File: src/rtl/exposure_timer.sv
// -----------------------------------------------------------------------------
// exposure_timer
//
// Holds the user-set exposure time (in ms) and times the EXPOSE phase for the
// exposure-control FSM. A one-cycle Start pulse in IDLE captures Exp_time into
// a millisecond down-counter. A prescaler divides Clk down to 1 ms ticks. Ovf5
// pulses in the last busy cycle, and the block then returns to IDLE.
//
// Ports:
//   Clk           system clock, rising edge
//   Reset         synchronous, active-low reset
//   Exp_increase  synchronised button level; each rising edge adds 1 ms (IDLE)
//   Exp_decrease  synchronised button level; each rising edge subtracts 1 ms
//   Start         one-cycle pulse that launches an exposure count
//   Ovf5          one-cycle pulse in the final cycle of the count
//   Busy          high while a count is running
//   Exp_time      current exposure setting in ms
// -----------------------------------------------------------------------------
module exposure_timer #(
  parameter int CLK_PER_MS  = 1000,
  parameter int EXP_MIN     = 2,
  parameter int EXP_MAX     = 30,
  parameter int EXP_DEFAULT = 2
) (
  input  logic       Clk,
  input  logic       Reset,
  input  logic       Exp_increase,
  input  logic       Exp_decrease,
  input  logic       Start,
  output logic       Ovf5,
  output logic       Busy,
  output logic [4:0] Exp_time
);

  localparam int PW = $clog2(CLK_PER_MS);
  localparam logic [PW-1:0] PRESC_LAST = PW'(CLK_PER_MS - 1);
  localparam logic [4:0]    EXP_MIN_V  = 5'(EXP_MIN);
  localparam logic [4:0]    EXP_MAX_V  = 5'(EXP_MAX);
  localparam logic [4:0]    EXP_DEF_V  = 5'(EXP_DEFAULT);

  typedef enum logic {
    IDLE = 1'b0,
    RUN  = 1'b1
  } state_t;

  state_t        state, state_next;
  logic [PW-1:0] presc, presc_next;
  logic [4:0]    ms_cnt, ms_next;
  logic [4:0]    exp_next;
  logic          inc_q, dec_q;
  logic          inc_edge, dec_edge;

  assign inc_edge = Exp_increase & ~inc_q;
  assign dec_edge = Exp_decrease & ~dec_q;

  // NOTE: every combinational output gets a default before any branch, so no
  // path can leave a signal unassigned and infer a latch.
  always_comb begin
    state_next = state;
    presc_next = presc;
    ms_next    = ms_cnt;
    exp_next   = Exp_time;
    Ovf5       = 1'b0;
    Busy       = (state == RUN);

    unique case (state)
      IDLE: begin
        // Start has priority: the count uses the current setting and any
        // simultaneous button edge is dropped.
        if (Start) begin
          state_next = RUN;
          ms_next    = Exp_time;
          presc_next = '0;
        end else if (inc_edge && !dec_edge) begin
          if (Exp_time < EXP_MAX_V) exp_next = Exp_time + 5'd1;
        end else if (dec_edge && !inc_edge) begin
          if (Exp_time > EXP_MIN_V) exp_next = Exp_time - 5'd1;
        end
      end

      RUN: begin
        if (presc == PRESC_LAST) begin
          presc_next = '0;
          ms_next    = ms_cnt - 5'd1;
          // Last millisecond wrap: flag the elapsed time in this very cycle.
          // The <= also guarantees an exit should the counter ever read 0.
          if (ms_cnt <= 5'd1) begin
            Ovf5       = 1'b1;
            ms_next    = '0;
            state_next = IDLE;
          end
        end else begin
          presc_next = presc + 1'b1;
        end
      end

      default: state_next = IDLE;
    endcase
  end

  // NOTE: sequential state uses non-blocking assignments so every register
  // samples the pre-edge values, independent of statement order.
  always_ff @(posedge Clk) begin
    if (!Reset) begin
      state    <= IDLE;
      presc    <= '0;
      ms_cnt   <= '0;
      Exp_time <= EXP_DEF_V;
      inc_q    <= 1'b0;
      dec_q    <= 1'b0;
    end else begin
      state    <= state_next;
      presc    <= presc_next;
      ms_cnt   <= ms_next;
      Exp_time <= exp_next;
      // Button copies track the level continuously. Edges seen while busy
      // are thereby consumed and never replayed.
      inc_q    <= Exp_increase;
      dec_q    <= Exp_decrease;
    end
  end

endmodule

File: config.mk
export PLATFORM = sky130hd
export DESIGN_NAME = exposure_timer
export DESIGN_NICKNAME = d
export VERILOG_FILES = /design/src/rtl/exposure_timer.sv
export SDC_FILE = /design/constraint.sdc
export NUM_CORES = 1
export LEC_CHECK = 0
export BUFFER_PORTS_ARGS = -buffer_cell sky130_fd_sc_hd__buf_2
export CORE_MARGIN = 8
export CORE_UTILIZATION = 58
export DETAILED_ROUTE_END_ITERATION = 6
export HOLD_SLACK_MARGIN = 0.08
export PLACE_DENSITY = 0.78
export SYNTH_ARGS = -nofsm -noshare
export SYNTH_HDL_FRONTEND = slang
export SYNTH_SLANG_ARGS = --single-unit
File: constraint.sdc
create_clock -name Clk -period 2.6 [get_ports Clk]
set_clock_uncertainty 0.2 [all_clocks]
set_input_delay 0.52 -clock Clk [delete_from_list [all_inputs] [get_ports Clk]]
set_output_delay 0.52 -clock Clk [all_outputs]
set_load 0.005 [all_outputs]
==> out/summary.txt <==
Status: complete, no violations
Fmax: 409.7 MHz
RSZ-0062 raised after global routing: no
Tcrit/Tclk final: 93.88%
Net switching power figure: 0.2092 mW
Worst Min Path Start: Exp_increase
Dpl ws: 208.3 ps
Worst-Margin Slew: 540.4 ps
Die area: 4159 um^2
Tightest Hold Check Type: primary input to flip-flop
Post-DP HPWL: 2176 um
Post-synth top flop: dfxtp_1
Comb power frac: 19.8%
Post-Synth Simple-Gate Area: 25.14%
Kind of critical path: flip-flop to output port
Asr flop ratio synth: 0%
EDFF count, synth: 0
#FFs+latches synth: 23
Post-synth top area share: 33.76%
R2r setup slk: 480 ps
Clock Latency Late Sink: 320 ps
Number of global-route vias before repair: 1172
Fin cells: 203
Synth Area in XOR/XNOR: 3.211%
Synth Cell Area: 1364 um^2
GR Overflow Total: 0
Compound-cell area share of the yosys netlist: 24.40%
Synthesized Nets: 174
Yosys warnings: 0
Reg2reg start: inc_q
Slew headroom: 63.73%
H-tree Lvls: 1
Setup ws final: 159.1 ps
Adder-cell share of the synthesized area: 7.890%
Antenna cell count: 0
Clock buffer depth: 2
First-pass GRT wire length: 5140 um
Final worst path period need: 2441 ps
DR vias: 1260
Hold EP: inc_q
Initial antenna violation count: 0
Die W: 64.49 um
Post-Synthesis Cells: 161
Routed WL: 2991 um
Share of cells above drive strength 1: 14.86%
Core area: 2212 um^2
Max Fanout on Critical Path: 5
Fillers: 221
Largest net degree at the start of global routing: 16
Site row count: 17
DR WL/cell: 14.73 um
# hold bufs at CTS: 0
RePlAce Congestion: 0.8953
FF-to-FF path depth: 8
Final net count: 189
TritonCTS clock tree: yes
Slew Viols, Final: 0
Clock power frac: 24.7%
DRT iter0 DRCs: 33
Final setup fails: 0
Main combinational cell family by area after synthesis: simple AND/OR/NAND/NOR gates
Commonest cells post-synth: dfxtp_1, nand2_1, nor2_1
CP Launch Type: flip-flop
IO Pins: 12
Post-synthesis mux area share: 0.7339%
Synth area leader: dfxtp_1
Worst path arrival time: 1720 ps
Clk slew on worst S/H paths: 140 ps
Switching share of power: 30.21%
Maxcap violations: 0
CTS buffer count: 3
Vias/cell: 6.207
Hold path depth: 2
Syn avg cell area: 8.471 um^2
Area Overhead vs Synth: 8.073%
Synth cell types: 46
Gr usage total: 14.98%
Port bufs: 11
DRC viols: 0
Hold Fails Final Rpt: 0
Placed Cells incl. Taps: 198
Most common cell in the netlist: dfxtp_1
Final TNS setup: 0 ps
Sequential-to-total area share from yosys stat: 33.76%
Flop pwr share: 55.5%
Peak VDD IR: 0.0003056 V
Pleak: 0.5623 nW
Dominant cells by area after synthesis: dfxtp_1, ha_1, nand2_1, a21oi_1, o21ai_0
CP required: 1880 ps
DRT Pass-1 Iters: 4
DRT antenna net count: 0
Sinks on Clock Net: 23
Initial core utilization: 61.65%
FF-to-FF End: Exp_time[4]
Pwr Density: 469.9 nW/um^2
Critical Path End Type: output port
Internal power: 0.4833 mW
Clk root buf: clkbuf_4
Die extent in y: 64.49 um
sequential cells by signal, summed over array words and instances, names as in the netlist:
name / flops
dec_q: 1
Busy: 1
presc: 10
Exp_time: 5
inc_q: 1
ms_cnt: 5
metrics by stage:
stage	hold WS, ps	instance area, um^2	util [%]	total power, mW
after floorplan	255.4	1364	-	0.4909
after global placement	269.3	1436	64.93	0.5227
after detailed placement	288.8	1436	64.93	0.5276
after CTS	202.0	1464	66.18	0.6945
after global routing	191.6	1474	66.63	0.7319
final	202.0	1474	66.63	0.6925
final cells by class:
cell class | instances | area [um^2] | share of cell area, %
clock inverter | 1 | 5.005 | 0.3396
multi-input combinational | 126 | 839.6 | 56.96
timing repair buffer | 15 | 85.08 | 5.773
inverter | 7 | 26.28 | 1.783
sequential | 23 | 460.4 | 31.24
clock buffer | 3 | 22.52 | 1.528
tap | 28 | 35.03 | 2.377
cells in the final DEF (no fill, tap or decap), types with 6 or more instances in the layout:
cell type,netlist,final
nor3_1,6,6
o21ai_0,10,10
nor2_1,13,12
nand3_1,7,7
inv_1,6,6
dfxtp_1,23,23
ha_1,7,7
nand2_1,15,15
a21oi_1,10,10
a31oi_1,6,6
buf_2,0,11
worst max-delay path by stage:
stage	startpoint	endpoint	slack, ps	cells after the start
finish	presc[0]	Ovf5	160	5
global route	presc[0]	Ovf5	40	5
CTS	presc[0]	Ovf5	90	5
detailed placement	Exp_increase	Exp_time[4]	210	9
global placement	Exp_increase	Exp_time[4]	280	9
floorplan	Exp_increase	Exp_time[4]	460	8
cells by family after synthesis:
group | count (synthesis)
AND/OR/NAND/NOR | 66
flip-flops | 23
multiplexers | 1
adder cells (fa/ha/maj) | 8
AO/OA/AOI/OAI | 46
buffers and inverters | 12
XOR/XNOR | 5
timing repair:
| item | CTS | global route |
|---|---|---|
| gates resized for setup | 0 | 1 |
| buffers inserted | 0 | 1 |
| hold endpoints to repair | 0 | 0 |
| endpoints found under the setup margin | 0 | 1 |
per-layer routing:
layer | vias up | track usage, % | share of wire (%)
li1 | 631 | - | -
met1 | 586 | 19.96 | 50
met2 | 37 | 22.86 | 43
met3 | 6 | 2.749 | 5.4
met4 | 0 | 6.812 | 1.4
met5 | - | 0 | 0
power by group through the flow:
stage | Combinational [mW] | Sequential (mW) | Clock, mW
6_report | 0.137 | 0.385 | 0.171
5_1_grt | 0.154 | 0.387 | 0.191
4_1_cts | 0.137 | 0.384 | 0.174
3_5_place_dp | 0.136 | 0.392 | 0
3_3_place_gp | 0.132 | 0.391 | 0
2_1_floorplan | 0.104 | 0.387 | 0
worst max-delay path, stage by stage (launching register included):
cell	delay, ps
dfxtp_1	420
ha_1	240
and4bb_2	290
nand4_1	160
nor2_2	160
buf_2	130
Note: power is estimated with default switching activity, not from simulation.
